`src/rtl/mdu_pkg.sv`:
```
// Shared types and constants for the EXE-stage multiply/divide unit.
package mdu_pkg;
  localparam int MDU_WIDTH = 32;
  localparam logic [MDU_WIDTH-1:0] DIV_BY_ZERO_LO = 32'hFFFF_FFFF;

  typedef enum logic [2:0] {
    MDU_NONE  = 3'd0,
    MDU_MULT  = 3'd1,
    MDU_MULTU = 3'd2,
    MDU_DIV   = 3'd3,
    MDU_DIVU  = 3'd4
  } mdu_op_t;

  typedef enum logic [1:0] {ST_IDLE, ST_MUL, ST_DIV, ST_DONE} mdu_state_t;

  function automatic logic [MDU_WIDTH-1:0] mdu_mag(input logic [MDU_WIDTH-1:0] v, input logic sgn);
    return (sgn && v[MDU_WIDTH-1]) ? -v : v;
  endfunction
endpackage

```
`src/rtl/mdu_div_core.sv`:
```
// Unsigned radix-2 restoring divider, one quotient bit per cycle.
// quo/rem present the value of the current iteration so the caller can capture on done.
module mdu_div_core
  import mdu_pkg::*;
#(
  parameter int DIV_CYCLES = MDU_WIDTH
) (
  input  logic                 clk,
  input  logic                 resetn,
  input  logic                 start,
  input  logic                 kill,
  input  logic [MDU_WIDTH-1:0] dividend,
  input  logic [MDU_WIDTH-1:0] divisor,
  output logic                 done,
  output logic [MDU_WIDTH-1:0] quo,
  output logic [MDU_WIDTH-1:0] rem
);
  localparam int CW = $clog2(DIV_CYCLES);

  logic                 busy;
  logic [CW-1:0]        cnt;
  logic [MDU_WIDTH-1:0] q_r, r_r, d_r;
  logic [MDU_WIDTH:0]   sh, diff;

  // Dividend bits shift out of q_r into the partial remainder; borrow in diff[MSB] means restore.
  assign sh   = {r_r, q_r[MDU_WIDTH-1]};
  assign diff = sh - {1'b0, d_r};
  assign rem  = diff[MDU_WIDTH] ? sh[MDU_WIDTH-1:0] : diff[MDU_WIDTH-1:0];
  assign quo  = {q_r[MDU_WIDTH-2:0], ~diff[MDU_WIDTH]};
  assign done = busy && (cnt == CW'(DIV_CYCLES-1));

  always_ff @(posedge clk or negedge resetn) begin
    if (!resetn) begin
      busy <= 1'b0;
      cnt  <= '0;
      q_r  <= '0;
      r_r  <= '0;
      d_r  <= '0;
    end else if (kill) begin
      busy <= 1'b0;
      cnt  <= '0;
    end else if (start) begin
      busy <= 1'b1;
      cnt  <= '0;
      q_r  <= dividend;
      r_r  <= '0;
      d_r  <= divisor;
    end else if (busy) begin
      q_r <= quo;
      r_r <= rem;
      cnt <= cnt + CW'(1);
      if (done) busy <= 1'b0;
    end
  end
endmodule

```
`src/rtl/exe_muldiv_unit.sv`:
```
// EXE-stage multi-cycle MULT/MULTU/DIV/DIVU engine with pipeline stall/flush handshake.
// Optional MDU_FAST_PATH_EN: trivial operands complete in one cycle.
module exe_muldiv_unit
  import mdu_pkg::*;
#(
  parameter int DIV_CYCLES = 32,
  parameter int MUL_CYCLES = 2
) (
  input  logic        clk,
  input  logic        resetn,
  input  logic        EXE_Start,
  input  logic [2:0]  EXE_Op,
  input  logic [31:0] EXE_A,
  input  logic [31:0] EXE_B,
  input  logic        EXE_Wr,
  input  logic        EXE_Flush,
  input  logic        EXE_DisWr,
  output logic        DIVMULTBusy,
  output logic        Result_Valid,
  output logic        HILO_We,
  output logic [31:0] Result_Hi,
  output logic [31:0] Result_Lo
);
  localparam int CW = $clog2(MUL_CYCLES + 1);

  mdu_op_t    op;
  mdu_state_t state;
  logic [CW-1:0] cnt;
  logic [31:0] a_q, b_q, res_hi, res_lo, a_mag, b_mag;
  logic [31:0] div_quo, div_rem, q_fix, r_fix;
  logic        sgn_q, is_mul, is_div, sgn_in, issue, fast, div_done;
  logic [63:0] a64, b64, prod, mul_out;

  assign op     = mdu_op_t'(EXE_Op);
  assign is_mul = (op == MDU_MULT) || (op == MDU_MULTU);
  assign is_div = (op == MDU_DIV) || (op == MDU_DIVU);
  assign sgn_in = (op == MDU_MULT) || (op == MDU_DIV);
  assign issue  = (state == ST_IDLE) && EXE_Start && (is_mul || is_div) && !EXE_Flush;
  assign a_mag  = mdu_mag(EXE_A, sgn_in);
  assign b_mag  = mdu_mag(EXE_B, sgn_in);

`ifdef MDU_FAST_PATH_EN
  assign fast = is_mul ? (EXE_A == '0 || EXE_B == '0) : (EXE_B != '0 && a_mag < b_mag);
`else
  assign fast = 1'b0;
`endif

  assign DIVMULTBusy  = resetn && !EXE_Flush &&
                        (((state == ST_IDLE) && EXE_Start && (is_mul || is_div)) ||
                         (state == ST_MUL) || (state == ST_DIV));
  assign Result_Valid = (state == ST_DONE);
  assign HILO_We      = (state == ST_DONE) && !EXE_DisWr && !EXE_Flush;
  assign Result_Hi    = res_hi;
  assign Result_Lo    = res_lo;

  // Sign-extending to 64 bits gives the same low 64 product bits as a 33x33 signed multiply.
  assign a64  = {{32{sgn_q & a_q[31]}}, a_q};
  assign b64  = {{32{sgn_q & b_q[31]}}, b_q};
  assign prod = a64 * b64;

  if (MUL_CYCLES == 1) begin : g_mul1
    assign mul_out = prod;
  end else begin : g_mulp
    logic [63:0] stg [MUL_CYCLES-1];
    always_ff @(posedge clk or negedge resetn) begin
      if (!resetn) begin
        for (int i = 0; i < MUL_CYCLES-1; i++) stg[i] <= '0;
      end else begin
        stg[0] <= prod;
        for (int i = 1; i < MUL_CYCLES-1; i++) stg[i] <= stg[i-1];
      end
    end
    assign mul_out = stg[MUL_CYCLES-2];
  end

  mdu_div_core #(.DIV_CYCLES(DIV_CYCLES)) u_div (
    .clk      (clk),
    .resetn   (resetn),
    .start    (issue && is_div && !fast),
    .kill     (EXE_Flush),
    .dividend (a_mag),
    .divisor  (b_mag),
    .done     (div_done),
    .quo      (div_quo),
    .rem      (div_rem)
  );

  assign q_fix = (sgn_q && (a_q[31] ^ b_q[31])) ? -div_quo : div_quo;
  assign r_fix = (sgn_q && a_q[31]) ? -div_rem : div_rem;

  always_ff @(posedge clk or negedge resetn) begin
    if (!resetn) begin
      state  <= ST_IDLE;
      cnt    <= '0;
      a_q    <= '0;
      b_q    <= '0;
      sgn_q  <= 1'b0;
      res_hi <= '0;
      res_lo <= '0;
    end else if (EXE_Flush) begin
      state <= ST_IDLE;
      cnt   <= '0;
    end else begin
      case (state)
        ST_IDLE: if (issue) begin
          a_q   <= EXE_A;
          b_q   <= EXE_B;
          sgn_q <= sgn_in;
          cnt   <= '0;
          if (fast) begin
            state  <= ST_DONE;
            res_hi <= is_mul ? '0 : EXE_A;
            res_lo <= '0;
          end else begin
            state <= is_mul ? ST_MUL : ST_DIV;
          end
        end
        ST_MUL: begin
          cnt <= cnt + CW'(1);
          if (cnt == CW'(MUL_CYCLES-1)) begin
            state  <= ST_DONE;
            res_hi <= mul_out[63:32];
            res_lo <= mul_out[31:0];
          end
        end
        ST_DIV: if (div_done) begin
          state <= ST_DONE;
          if (b_q == '0) begin
            res_hi <= a_q;
            res_lo <= DIV_BY_ZERO_LO;
          end else begin
            res_hi <= r_fix;
            res_lo <= q_fix;
          end
        end
        ST_DONE: if (EXE_Wr) state <= ST_IDLE;
        default: state <= ST_IDLE;
      endcase
    end
  end
endmodule

```
`config.mk`:
```
export PLATFORM = sky130hd
export DESIGN_NAME = exe_muldiv_unit
export DESIGN_NICKNAME = d
export VERILOG_FILES = /design/src/rtl/mdu_pkg.sv /design/src/rtl/mdu_div_core.sv /design/src/rtl/exe_muldiv_unit.sv
export SDC_FILE = /design/constraint.sdc
export NUM_CORES = 2
export LEC_CHECK = 0
export CORE_MARGIN = 8
export CORE_UTILIZATION = 30
export CTS_CLUSTER_DIAMETER = 30
export DETAILED_ROUTE_END_ITERATION = 10
export PLACE_DENSITY = 0.54
export SYNTH_ARGS = -nofsm -noshare
export SYNTH_HDL_FRONTEND = slang
export SYNTH_SLANG_ARGS = --single-unit
export TNS_END_PERCENT = 50
```
`constraint.sdc`:
```
create_clock -name clk -period 26.5 [get_ports clk]
set_input_delay 6.625 -clock clk [delete_from_list [all_inputs] [get_ports clk]]
set_output_delay 6.625 -clock clk [all_outputs]
set_load 0.01 [all_outputs]
```
Word-level counts from Yosys, hierarchy flattened
Cells that the tools add are included.
Cells by class
  $add $sub $neg: 7
  multiply operators: 1
  equal/unequal tests: 15
  multiplexer cells: 34
  bitwise logic cells: 5
  reductions and logical operators: 33
Operator list (count)
  32-bit two-way mux: 15
  32-bit negation: 4
  32-bit case mux with 2 select lines: 2
  33-bit by 33-bit multiplier with 64-bit output: 1
  33-bit by 32-bit subtractor with 33-bit output: 1
  32-bit zero test: 1
  2-bit two-way mux: 8
  5-bit two-way mux: 3
  1-bit logical AND: 13
  3-bit inequality test, second input constant: 3
  2-bit case mux with 4 select lines: 1
  4-bit AND reduction: 2
  3-bit by 2-bit equality test with 1-bit output, second input constant: 2
  1-bit logical OR: 6
  2-bit AND reduction: 3
  3-bit nonzero test: 2
  5-bit by 1-bit adder with 5-bit output, second input constant: 1
  5-bit equality test, second input constant: 1
  2-bit by 1-bit equality test with 1-bit output, second input constant: 2
  2-bit equality test, second input constant: 2
  1-bit two-way mux: 4
  2-bit case mux with 2 select lines: 1
  2-bit nonzero test: 2
  3-bit by 1-bit equality test with 1-bit output, second input constant: 1
  other kinds (11): 14
Storage, ports and cells
  flip-flop bits (word level): 299
  bits of input ports: 73
  output and inout bits: 67
  logic and storage cells: 108

Logic depth before layout (Yosys ltp)
  depth after elaboration: 8
  depth in mapped cells: 31
  gate-level depth less buffers: 28

Hierarchy
Synthesis repeated with hierarchy kept, for this count alone.
Second synthesis, totals
  cell total of the unflattened synthesis: 5916
  area, all modules: 54536.1 µm²
Modules (own cells, without submodules)
  exe_muldiv_unit: instances 1, cells an instance 5230, area each 47964.8 µm²
  mdu_div_core: instances 1, cells an instance 686, area each 6571.3 µm²

Least setup slack after synthesis
OpenSTA, ideal clock, no wires.
  kind: input to output
  start: input EXE_Op[0]
  end: output DIVMULTBusy
  data arrival time: 7.262 ns
  required time: 19.875 ns
  slack: 12.613 ns
  stages on the path: 4
  path buffers: 0
  cells stage by stage: nor2_1 xnor2_1 nand3_1 a21oi_1
On the way
  cells in the longest elaborated chain, start to end: 7
  elaborated cells on any way between the ends: 11
  those cells by class: eq/ne: 4; reduce/logical: 7
Ends and longest elaborated chain
  start, declared: RTL line exe_muldiv_unit.sv:12  | input logic [2:0] EXE_Op,
  3-bit by 1-bit equality test with 1-bit output, or another cell as far along: RTL line exe_muldiv_unit.sv:35  | assign is_mul = (op == MDU_MULT) || (op == MDU_MULTU);
  1-bit logical OR, on equally long branches: RTL line exe_muldiv_unit.sv:35, exe_muldiv_unit.sv:36
  1-bit logical OR *: RTL line exe_muldiv_unit.sv:49  | (((state == ST_IDLE) && EXE_Start && (is_mul || is_div)) ||
  1-bit logical AND *: RTL line exe_muldiv_unit.sv:49
  1-bit logical OR *: RTL line exe_muldiv_unit.sv:49
  1-bit logical OR *: RTL line exe_muldiv_unit.sv:50  | (state == ST_MUL) || (state == ST_DIV));
  1-bit logical AND *: RTL line exe_muldiv_unit.sv:48  | assign DIVMULTBusy = resetn && !EXE_Flush &&
  end, declared: RTL line exe_muldiv_unit.sv:18  | output logic DIVMULTBusy,
Mark *: on every way between the ends. The rest lies on a longest branch, timed or not.

Final worst setup path
Same ends and word-level chain as after synthesis.

==> out/results.ini <==
[global_route]
initial_antenna_violation_count=13
maximum_number_of_pins_on_one_net_before_global_route_repair=105
gr-usage-all-layers=0.182
first_global_vias=44000
wire_length_of_the_first_global_routing_pass_mm=278
gr-total-overflow=0

[synth]
async_reset_ff_frac=1.00
seq_area_frac_synth=0.137
yosys.cell_types.count=70
synth_ff_type=sky130_fd_sc_hd__dfrtp_1
post_synth_most_frequent_cells=sky130_fd_sc_hd__inv_1, sky130_fd_sc_hd__fa_1, sky130_fd_sc_hd__nand2_1
syn-cell-area_mm2=0.0546
synth_seq_cells=299
synth_area_per_cell_um2=9.12
yosys_warnings=0
synth.most_common_cell=sky130_fd_sc_hd__inv_1
netlist_top_cells_area=sky130_fd_sc_hd__fa_1, sky130_fd_sc_hd__dfrtp_1, sky130_fd_sc_hd__inv_1, sky130_fd_sc_hd__nand2_1, sky130_fd_sc_hd__ha_1
synth_top_area_share=0.413
synthesis.nets=7440
netlist_instances=5984
netlist.top_cell.by_area=sky130_fd_sc_hd__fa_1
synth-edff-count=0

[run]
maxCapViolations=0

[route]
detail_route.drc_violations=0
avgViaCountPerCell=5.02
pre_repair_dr_iteration_count=5
drt-initial-drc-count=2944
drt-wirelength-per-cell_um=21.7
detailroute.via_count=42000
routed_wirelength_mm=182
ant_nets=0

[clocking]
clock_tree.htree_level_count=3
worst_path_clk_slew_ps=40
postCtsHoldBufs=0
cts.root.buffer_cell=sky130_fd_sc_hd__clkbuf_16
tritoncts_clock_tree=yes
clkLatencyLatePin_ps=610
clock_sink_count=299
cts-resized-gates=0
maximum_clock_path_buffer_count=3
post-cts-setup-buffers=0
cts_made_buffers=77

[place]
port_buffers=139
gp_routability_congestion=0.907
placed_cells=8224
place.detailed.hpwl_mm=135
dpl-instance-area_mm2=0.0583
dpl_worst_slack_ps=11370

[die]
die_h_um=442
rows=156
floorplan.die.width_um=442
initial_utilization=0.302
io_pins=140
fp.coreArea_mm2=0.181
floorplan.die_area_mm2=0.196

[sta]
period_needed_ps=15130
timing.final.setup_violations=0
worst_case_headroom_to_the_max_slew_limit=0.245
timing.final.ws_setup_ps=11370
unrepaired_setup_endpoints_after_global_routing=no
timing.fmax_mhz=66.1
setup-tns-final_ps=0
final.setup_skew_ps=41.2
final_min_period_over_clock_period=0.571
worst_pin_slew_ps=1130
maxSlewViolCount=0
final-hold-violation-count=0

[layout]
final_cells=8367
final_area_mm2=0.0609
layout.filler_cells=18600
share_of_cells_above_drive_strength_1=0.0544
num-nets-final=7389
syn2layout_area_growth_pct=11.7

[worst_setup_path]
worst-endpoint-arrival_ps=8500
crit_fanout=4
start_kind=input port
r2r.worst_path.cells=28
timing.setup.critical_path_class=input port to output port
worst_ep_required_time_ps=19880
setup.worst_path.end_class=output port

[hold_path]
whs_path_depth=2
min-delay-path-class=flop to flop

[outcome]
run_status=complete, no violations

==> state kept, by name (all words and copies together) (netlist names), 5 cells and up <==
signal      flops
Result_Hi      32
u_div.r_r      32
u_div.cnt       5
Result_Lo      32
g_mulp.stg     64
b_q            32
a_q            32
u_div.q_r      32
u_div.d_r      32
==> critical path, cell delays in order <==
cell	delay, ps
sky130_fd_sc_hd__clkdlybuf4s50_1	480
sky130_fd_sc_hd__nor2_1	210
sky130_fd_sc_hd__xnor2_1	150
sky130_fd_sc_hd__nand3_1	220
sky130_fd_sc_hd__a21oi_1	240
sky130_fd_sc_hd__clkdlybuf4s50_1	570
==> cells in the final DEF, fill, tap and decap left out, types with 23 or more instances in the layout <==
| master | Yosys | routed |
|---|---|---|
| sky130_fd_sc_hd__xor2_1 | 72 | 72 |
| sky130_fd_sc_hd__and2_1 | 366 | 366 |
| sky130_fd_sc_hd__nor3_1 | 58 | 57 |
| sky130_fd_sc_hd__mux2i_1 | 27 | 27 |
| sky130_fd_sc_hd__and3_1 | 34 | 34 |
| sky130_fd_sc_hd__clkbuf_16 | 0 | 77 |
| sky130_fd_sc_hd__mux2_2 | 69 | 69 |
| sky130_fd_sc_hd__nor2_1 | 181 | 178 |
| sky130_fd_sc_hd__a21oi_1 | 190 | 190 |
| sky130_fd_sc_hd__dfrtp_1 | 299 | 297 |
| sky130_fd_sc_hd__nand2_1 | 894 | 893 |
| sky130_fd_sc_hd__o22ai_1 | 39 | 39 |
| sky130_fd_sc_hd__fa_1 | 1126 | 1126 |
| sky130_fd_sc_hd__xnor2_1 | 140 | 140 |
| sky130_fd_sc_hd__a211oi_1 | 23 | 23 |
| sky130_fd_sc_hd__o21ai_0 | 217 | 217 |
| sky130_fd_sc_hd__a21o_1 | 64 | 63 |
| sky130_fd_sc_hd__nand3_1 | 31 | 31 |
| sky130_fd_sc_hd__a31oi_1 | 25 | 25 |
| sky130_fd_sc_hd__inv_1 | 1156 | 1156 |
| sky130_fd_sc_hd__nor2b_1 | 25 | 25 |
| sky130_fd_sc_hd__nor4_1 | 35 | 35 |
| sky130_fd_sc_hd__ha_1 | 257 | 256 |
| sky130_fd_sc_hd__clkdlybuf4s50_1 | 0 | 138 |
| sky130_fd_sc_hd__buf_4 | 0 | 96 |
==> layout make-up <==
type / instances / area (um^2) / share of cell area
Clock buffer: 92 / 2080 / 0.0342
Sequential cell: 299 / 7480 / 0.123
Antenna cell: 8 / 20.0 / 0.000329
Multi-Input combinational cell: 4164 / 41400 / 0.680
Timing Repair Buffer: 235 / 2120 / 0.0347
Inverter: 1156 / 4340 / 0.0712
Tap cell: 2370 / 2970 / 0.0487
Clock inverter: 43 / 518 / 0.00850
==> cells by family after synthesis <==
group,Yosys count,share of synthesized area
AO/OA/AOI/OAI,740,0.0840
buffers and inverters,1521,0.105
flip-flops,299,0.137
multiplexers,96,0.0192
AND/OR/NAND/NOR,1733,0.149
XOR/XNOR,212,0.0340
adder cells (fa/ha/maj),1383,0.472
==> metrics by stage <==
step | utilization | hold slack, ps
after global placement | 0.323 | 464
after detailed placement | 0.323 | 471
after global routing | 0.337 | 507
after floorplan | - | 450
after CTS | 0.337 | 480
final | 0.337 | 474
==> per-layer routing <==
| layer | vias to the layer above | routed length, um | GRT usage |
|---|---|---|---|
| li1 | 18200 | - | - |
| met3 | 365 | 12000 | 0.0256 |
| met5 | - | 9 | 0 |
| met4 | 2 | 7860 | 0.0719 |
| met2 | 1614 | 81300 | 0.285 |
| met1 | 21900 | 80400 | 0.256 |
==> final timing paths <==
kind / from / endpoint / slack (ps)
min in group asynchronous: resetn / u_div.d_r[30]$_DFFE_PN0P_ / 6070
min reg2reg: Result_Lo[12]$_DFFE_PN0P_ / Result_Lo[12]$_DFFE_PN0P_ / 470
max reg2reg: b_q[4]$_DFFE_PN0P_ / g_mulp.stg[45]$_DFF_PN0_ / 16710
max: EXE_Op[0] / DIVMULTBusy / 11370
min: Result_Lo[12]$_DFFE_PN0P_ / Result_Lo[12]$_DFFE_PN0P_ / 470
max in group asynchronous: resetn / b_q[1]$_DFFE_PN0P_ / 17880
Power is not shown: default switching activity piles up to over one toggle a cycle in this logic, so the estimate is an artifact.
